$ cat config.mk
export PLATFORM = sky130hd
export DESIGN_NAME = vx_tcu_tfr_align_flat
export DESIGN_NICKNAME = d
export VERILOG_FILES = /design/src/rtl/vx_tcu_pkg.sv /design/src/rtl/vx_tcu_tfr_align_if.sv /design/src/rtl/vx_tcu_tfr_align.sv /design/src/flat_wrapper.sv
export SDC_FILE = /design/constraint.sdc
export NUM_CORES = 2
export LEC_CHECK = 0
export ABC_CLOCK_PERIOD_IN_PS = 8730
export CORE_MARGIN = 4
export CORE_UTILIZATION = 45
export CTS_BUF_LIST = sky130_fd_sc_hd__clkbuf_2 sky130_fd_sc_hd__clkbuf_4 sky130_fd_sc_hd__clkbuf_8
export DETAILED_ROUTE_END_ITERATION = 8
export PLACE_DENSITY = 0.67
export SLEW_MARGIN = 0
export SYNTH_ARGS = -nofsm -noshare
export SYNTH_HDL_FRONTEND = slang
export SYNTH_SLANG_ARGS = --single-unit
$ cat constraint.sdc
create_clock -name clk -period 8.73 [get_ports clk]
set_input_delay 1.3095 -clock clk [delete_from_list [all_inputs] [get_ports clk]]
set_output_delay 1.3095 -clock clk [all_outputs]
set_load 0.02 [all_outputs]
$ cat src/rtl/vx_tcu_pkg.sv
// Shared TCU types: format IDs and the reduced exception bundle
// passed alongside FEDP data.
package vx_tcu_pkg;

    localparam logic [3:0] TCU_FP32_ID = 4'd0;
    localparam logic [3:0] TCU_FP16_ID = 4'd1;
    localparam logic [3:0] TCU_BF16_ID = 4'd2;
    localparam logic [3:0] TCU_I32_ID  = 4'd8;
    localparam logic [3:0] TCU_I8_ID   = 4'd9;
    localparam logic [3:0] TCU_U8_ID   = 4'd10;
    localparam logic [3:0] TCU_I4_ID   = 4'd11;
    localparam logic [3:0] TCU_U4_ID   = 4'd12;

    typedef struct packed {
        logic is_nan;
        logic is_inf;
        logic sign;
    } fedp_excep_t;

    function automatic logic tcu_fmt_is_int(logic [3:0] fmt);
        return fmt inside {TCU_I32_ID, TCU_I8_ID, TCU_U8_ID,
                           TCU_I4_ID, TCU_U4_ID};
    endfunction

endpackage

$ cat src/rtl/vx_tcu_tfr_align_if.sv
// Valid/ready bundle between the mul/join stage, the alignment
// stage and the adder tree.
interface vx_tcu_tfr_align_if
    import vx_tcu_pkg::*;
#(
    parameter int N     = 2,
    parameter int TCK   = 2 * N,
    parameter int WA    = 28,
    parameter int EXP_W = 10
);
    logic                     valid_in;
    logic                     ready_in;
    logic [31:0]              req_id_in;
    logic [3:0]               fmt_s;
    logic [(TCK+1)*25-1:0]    sig_in;
    logic [(TCK+1)*EXP_W-1:0] exp_in;
    fedp_excep_t              exc_in;

    logic                     valid_out;
    logic                     ready_out;
    logic [31:0]              req_id_out;
    logic                     is_int_out;
    logic [(TCK+1)*WA-1:0]    sig_out;
    logic [EXP_W-1:0]         exp_max_out;
    fedp_excep_t              exc_out;

    modport master (
        output valid_in, req_id_in, fmt_s, sig_in, exp_in, exc_in,
        output ready_out,
        input  ready_in, valid_out, req_id_out, is_int_out,
        input  sig_out, exp_max_out, exc_out
    );

    modport slave (
        input  valid_in, req_id_in, fmt_s, sig_in, exp_in, exc_in,
        input  ready_out,
        output ready_in, valid_out, req_id_out, is_int_out,
        output sig_out, exp_max_out, exc_out
    );
endinterface

$ cat src/rtl/vx_tcu_tfr_align.sv
// TFR FEDP exponent alignment: max-exponent search, then shift of
// every addend into a common two's-complement frame with sticky.
module vx_tcu_tfr_align
    import vx_tcu_pkg::*;
#(
    parameter int N     = 2,
    parameter int TCK   = 2 * N,
    parameter int WA    = 28,
    parameter int EXP_W = 10
) (
    input logic clk,
    input logic reset,
    vx_tcu_tfr_align_if.slave bus
);
    localparam int NL  = TCK + 1;
    localparam int LVL = $clog2(NL);
    localparam int P   = 1 << LVL;

    logic en;

    logic                  valid_s1;
    logic [31:0]           req_id_s1;
    logic                  is_int_s1;
    fedp_excep_t           exc_s1;
    logic [NL*25-1:0]      sig_s1;
    logic [NL*EXP_W-1:0]   exp_s1;
    logic [EXP_W-1:0]      emax_s1;

    logic [EXP_W-1:0]      tree [P];
    logic [EXP_W-1:0]      emax_c;
    logic [NL*WA-1:0]      sig_c;

    logic [24:0]           s;
    logic [EXP_W-1:0]      e;
    logic [EXP_W-1:0]      sh;
    logic [WA-1:0]         m;
    logic [WA-1:0]         r;
    logic [WA-1:0]         lost;
    logic [WA-1:0]         v;

    // Single global enable: a stalled output freezes both stages.
    assign en = ~bus.valid_out | bus.ready_out;
    assign bus.ready_in = en;

    // Pairwise reduction, padded with zero exponents to a power of two.
    always_comb begin
        for (int i = 0; i < P; i++) tree[i] = '0;
        for (int i = 0; i < NL; i++) tree[i] = bus.exp_in[i*EXP_W +: EXP_W];
        for (int w = P / 2; w > 0; w = w / 2) begin
            for (int i = 0; i < w; i++) begin
                tree[i] = (tree[2*i] > tree[2*i+1]) ? tree[2*i] : tree[2*i+1];
            end
        end
        emax_c = tree[0];
    end

    always_ff @(posedge clk) begin
        if (reset) begin
            valid_s1  <= 1'b0;
            req_id_s1 <= '0;
            is_int_s1 <= 1'b0;
            exc_s1    <= '0;
            sig_s1    <= '0;
            exp_s1    <= '0;
            emax_s1   <= '0;
        end else if (en) begin
            valid_s1  <= bus.valid_in;
            req_id_s1 <= bus.req_id_in;
            is_int_s1 <= tcu_fmt_is_int(bus.fmt_s);
            exc_s1    <= bus.exc_in;
            sig_s1    <= bus.sig_in;
            exp_s1    <= bus.exp_in;
            emax_s1   <= emax_c;
        end
    end

    // Shift-out mask also covers shamt >= WA: everything lands in sticky.
    always_comb begin
        sig_c = '0;
        s     = '0;
        e     = '0;
        sh    = '0;
        m     = '0;
        r     = '0;
        lost  = '0;
        v     = '0;
        for (int i = 0; i < NL; i++) begin
            s  = sig_s1[i*25 +: 25];
            e  = exp_s1[i*EXP_W +: EXP_W];
            sh = emax_s1 - e;
            m  = '0;
            m[WA-2 -: 24] = s[23:0];
            r    = m >> sh;
            lost = m & ~({WA{1'b1}} << sh);
            r[0] = r[0] | (|lost);
            v    = s[24] ? (~r + 1'b1) : r;
            if (e == '0) v = '0;
            if (is_int_s1) v = {{(WA-25){s[24]}}, s};
            sig_c[i*WA +: WA] = v;
        end
    end

    always_ff @(posedge clk) begin
        if (reset) begin
            bus.valid_out   <= 1'b0;
            bus.req_id_out  <= '0;
            bus.is_int_out  <= 1'b0;
            bus.exc_out     <= '0;
            bus.sig_out     <= '0;
            bus.exp_max_out <= '0;
        end else if (en) begin
            bus.valid_out   <= valid_s1;
            bus.req_id_out  <= req_id_s1;
            bus.is_int_out  <= is_int_s1;
            bus.exc_out     <= exc_s1;
            bus.sig_out     <= sig_c;
            bus.exp_max_out <= is_int_s1 ? '0 : emax_s1;
        end
    end

endmodule

$ cat src/flat_wrapper.sv
// flat-port wrapper written by rule: the top's interface ports become plain ports
module vx_tcu_tfr_align_flat import vx_tcu_pkg::*;
#(
    parameter int N     = 2,
    parameter int TCK   = 2 * N,
    parameter int WA    = 28,
    parameter int EXP_W = 10
)
  (clk, reset, bus_valid_in, bus_req_id_in, bus_fmt_s, bus_sig_in, bus_exp_in, bus_exc_in, bus_ready_out, bus_ready_in, bus_valid_out, bus_req_id_out, bus_is_int_out, bus_sig_out, bus_exp_max_out, bus_exc_out);
  vx_tcu_tfr_align_if #(.N(N), .TCK(TCK), .WA(WA), .EXP_W(EXP_W)) bus_i ();
  input logic clk;
  input logic reset;
  input wire logic [$bits(bus_i.valid_in)-1:0] bus_valid_in;
  input wire logic [$bits(bus_i.req_id_in)-1:0] bus_req_id_in;
  input wire logic [$bits(bus_i.fmt_s)-1:0] bus_fmt_s;
  input wire logic [$bits(bus_i.sig_in)-1:0] bus_sig_in;
  input wire logic [$bits(bus_i.exp_in)-1:0] bus_exp_in;
  input wire logic [$bits(bus_i.exc_in)-1:0] bus_exc_in;
  input wire logic [$bits(bus_i.ready_out)-1:0] bus_ready_out;
  output wire logic [$bits(bus_i.ready_in)-1:0] bus_ready_in;
  output wire logic [$bits(bus_i.valid_out)-1:0] bus_valid_out;
  output wire logic [$bits(bus_i.req_id_out)-1:0] bus_req_id_out;
  output wire logic [$bits(bus_i.is_int_out)-1:0] bus_is_int_out;
  output wire logic [$bits(bus_i.sig_out)-1:0] bus_sig_out;
  output wire logic [$bits(bus_i.exp_max_out)-1:0] bus_exp_max_out;
  output wire logic [$bits(bus_i.exc_out)-1:0] bus_exc_out;
  assign bus_i.valid_in = bus_valid_in;
  assign bus_i.req_id_in = bus_req_id_in;
  assign bus_i.fmt_s = bus_fmt_s;
  assign bus_i.sig_in = bus_sig_in;
  assign bus_i.exp_in = bus_exp_in;
  assign bus_i.exc_in = bus_exc_in;
  assign bus_i.ready_out = bus_ready_out;
  assign bus_ready_in = bus_i.ready_in;
  assign bus_valid_out = bus_i.valid_out;
  assign bus_req_id_out = bus_i.req_id_out;
  assign bus_is_int_out = bus_i.is_int_out;
  assign bus_sig_out = bus_i.sig_out;
  assign bus_exp_max_out = bus_i.exp_max_out;
  assign bus_exc_out = bus_i.exc_out;
  vx_tcu_tfr_align #(.N(N), .TCK(TCK), .WA(WA), .EXP_W(EXP_W)) u_core (.clk(clk), .reset(reset), .bus(bus_i));
endmodule
==> results.ini <==
[logic_synthesis]
synth_top_family_by_area = simple AND/OR/NAND/NOR gates
syn_avg_cell_area_um2 = 7.16
synth_simple_gate_area_frac = 0.254
synth_cells = 4489
synth_nets = 4802
synth_xor_area_frac = 0.0318
synth_seq_cells = 409
synth-compound-area-share = 0.246
synthMuxAreaShare = 0.117
yosysWarnings = 0
ys_dominant_reg_cell = dfxtp_1
syn-cell-area_um2 = 32200
synthAdderAreaFrac = 0.0388
synth_cell_type_count = 103
async_flop_share = 0
ys_seq_area_frac = 0.255
synth_edf_count = 0

[sta]
setup_tns_ns = 0
worst_pin_slew_ns = 1.18
rsz0062_at_grt = no
hold-worst-slack_ns = 0.449
max_freq_ghz = 0.129
setup_slack_ns = 0.985
period_minus_slack_ns = 7.75
period_share = 0.887
clock_skew_ns = 0.0364
setup_violations = 0
hold_viol = 0
slew_headroom = 0.212
drv_slew = 0

[global_routing]
antenna_found_initial = 4
overflow = 0
grt_max_degree = 190
grt_pass1_wl_um = 187000
grt_pass1_vias = 31700
grt_use_total = 0.307

[power]
peakVddDrop_mv = 0.132
leakagePower_nw = 15.4
p_per_area_nw_per_um2 = 228

[layout]
n_fill_cell = 6928
finalNonFillerCells = 5687
finish.net_count = 4995
drive_above_1_share = 0.0825
areaGrowthSynthToFinish_pct = 19.5
final_util = 0.546

[die]
num_rows = 97
io_pins = 406
core_area_um2 = 70400
start_util = 0.457
die_x_um = 275
die_area_um2 = 75800
fp.dieH_um = 275

[setup_path]
timing_worst_setup_path_type = in2reg
end_kind = register
cp_slowest_stage_delay_ns = 0.53
worst_path_max_delay_cell = clkdlybuf4s50_1
crit_fanout = 10
cp.required_ns = 9.32
cp-start-kind = input pin
cpMostUsedCell = o21a_1
worstPathArrival_ns = 8.33

[cts]
cts-resized-gates = 0
cts_max_path_buffers = 3
numCtsBuffers = 74
cts.sinks = 409
post_cts_buffers = 0
clock-root-buffer = clkbuf_8
cts_tree = done
clk_pin_slew_ns = 0.06
htreeDepth = 3
cts_hold_buf = 0
clock_latency_ns = 0.68

[place]
dp.cells = 5546
dp_hpwl_um = 87900
place_ws_ns = 0.353
port_buffers = 405
place_congestion = 0.974

[detailed_routing]
ant_nets = 0
drc = 0
dr_total_vias = 34400
post_drt_via_cell_ratio = 6.05
drt_pass1_iterations = 6
routedWlPerCell_um = 21.4
drtIter0Drc = 3675
drt-total-wl_um = 122000

[min_path]
worstHoldPathType = reg2reg

[run]
drv_cap = 0

[run_status]
status = finished, final reports clean

state kept, by name, summed over array words and instances, names as in the netlist, 3 cells and up:
| name | cells |
|---|---|
| u_core.bus.exc_out | 3 |
| u_core.bus.exp_max_out | 10 |
| u_core.bus.req_id_out | 32 |
| u_core.bus.sig_out | 140 |
| u_core.emax_s1 | 10 |
| u_core.exc_s1 | 3 |
| u_core.exp_s1 | 50 |
| u_core.req_id_s1 | 32 |
| u_core.sig_s1 | 125 |
path summary, 6_finish.rpt:
kind                                                         start                                   end  slack [ns]  depth (start not counted)
worst min-delay path            u_core.bus.exc_out[0]$_SDFFE_PP0P_    u_core.bus.exc_out[0]$_SDFFE_PP0P_        0.45                          2
worst min register to register  u_core.bus.exc_out[0]$_SDFFE_PP0P_    u_core.bus.exc_out[0]$_SDFFE_PP0P_        0.45                          2
worst max-delay path                                bus_exp_in[11]        u_core.emax_s1[7]$_SDFFE_PP0P_        0.98                         38
worst max register to register      u_core.emax_s1[0]$_SDFFE_PP0P_  u_core.bus.sig_out[132]$_SDFFE_PP0P_        2.06                         20
worst max-delay path, delay by kind of cell:
| family | cells | cell delay [ns] |
|---|---|---|
| compound gates | 22 | 3.77 |
| simple gates | 6 | 0.61 |
| buf+inv | 4 | 0.90 |
| fa+ha+maj | 3 | 0.85 |
| mux | 3 | 0.89 |
cells in the final DEF (no fill, tap or decap), types with 11 or more instances in the layout:
master and instances:
o311ai_0 11, or2_2 33, clkdlybuf4s50_1 404, nor2_1 303, a221oi_1 11, nand4_1 31
mux2_2 73, clkbuf_8 93, or3_1 26, o31a_1 11, and3_1 97, nand2_1 892
xnor2_1 45, clkbuf_4 25, nand3_1 139, nor3_1 78, o22ai_1 92, nand2b_1 37
mux2i_1 207, ha_1 90, dfxtp_1 408, o2111ai_1 15, nand3b_1 16, inv_1 129
and2_1 25, a21o_1 29, nor2b_1 31, a211o_1 17, xor2_1 55, a21oi_1 522
o211ai_1 46, a22oi_1 13, a31oi_1 63, o21ai_0 186, o21a_1 28, buf_4 50
a211oi_1 38, o31ai_1 40, mux4_2 39, nor4_1 36
stage by stage:
stage                     total power, mW  instance area (µm²)
after CTS                            8.72                38400
after global placement               6.55                36700
after global routing                 9.28                38400
after detailed placement             6.55                36700
final                                8.78                38400
after floorplan                      5.33                32200
layer usage:
layer  wire (µm)  global-route usage  share of wire  vias to the layer above
met5          13                   0        0.00011                        -
met4        3890              0.0950          0.032                        2
met3       10600              0.0594          0.087                      248
met2       54900               0.486           0.45                     1486
met1       52200               0.423           0.43                    16100
li1            -                   -              -                    16600
cells by family (layout without fill, tap and decap cells):
logic type | Yosys count | in the layout
XOR/XNOR | 116 | 116
AO/OA/AOI/OAI | 1273 | 1273
multiplexers | 319 | 319
other | 0 | 5
AND/OR/NAND/NOR | 1797 | 1797
adder cells (fa/ha/maj) | 97 | 97
flip-flops | 409 | 409
buffers and inverters | 478 | 731
report_power, final:
part / switching, mW / internal, mW / total, mW
clock network: 0.906 / 1.23 / 2.14
registers: 0.202 / 2.00 / 2.20
logic: 2.78 / 1.66 / 4.43
total: 3.88 / 4.89 / 8.78
cell usage after synthesis (all sizes together), types with 26 or more instances:
| cell type | instances | area, µm² |
|---|---|---|
| clkbuf | 284 | 1070 |
| or3 | 26 | 163 |
| nand3 | 141 | 723 |
| inv | 131 | 492 |
| a211oi | 39 | 298 |
| o22ai | 92 | 576 |
| nand2b | 37 | 231 |
| o21a | 28 | 210 |
| a21oi | 522 | 2610 |
| or2 | 35 | 219 |
| nor4 | 38 | 250 |
| buf | 59 | 267 |
| o21ai | 192 | 965 |
| ha | 90 | 1130 |
| o31ai | 42 | 320 |
| o211ai | 46 | 345 |
| mux4 | 39 | 878 |
| mux2 | 73 | 822 |
| xor2 | 62 | 543 |
| nand4 | 31 | 194 |
| mux2i | 207 | 2070 |
| nand2 | 892 | 3350 |
| and3 | 98 | 618 |
| nor3 | 80 | 417 |
| a21o | 29 | 218 |
| dfxtp | 409 | 8190 |
| xnor2 | 54 | 480 |
| a31oi | 63 | 394 |
| nor2 | 303 | 1140 |
| nor2b | 32 | 200 |
cell type report:
type,count,area (µm²),area share
clock buffers,118,1470,0.0382
multi-input cells,3602,22200,0.579
repair buffers,460,4530,0.118
diodes,5,12.5,0.000326
well taps,940,1180,0.0306
inverters,135,515,0.0134
flip-flops and latches,409,8190,0.213
clock inverters,18,269,0.00700
Note: power is estimated with default switching activity, not from simulation.
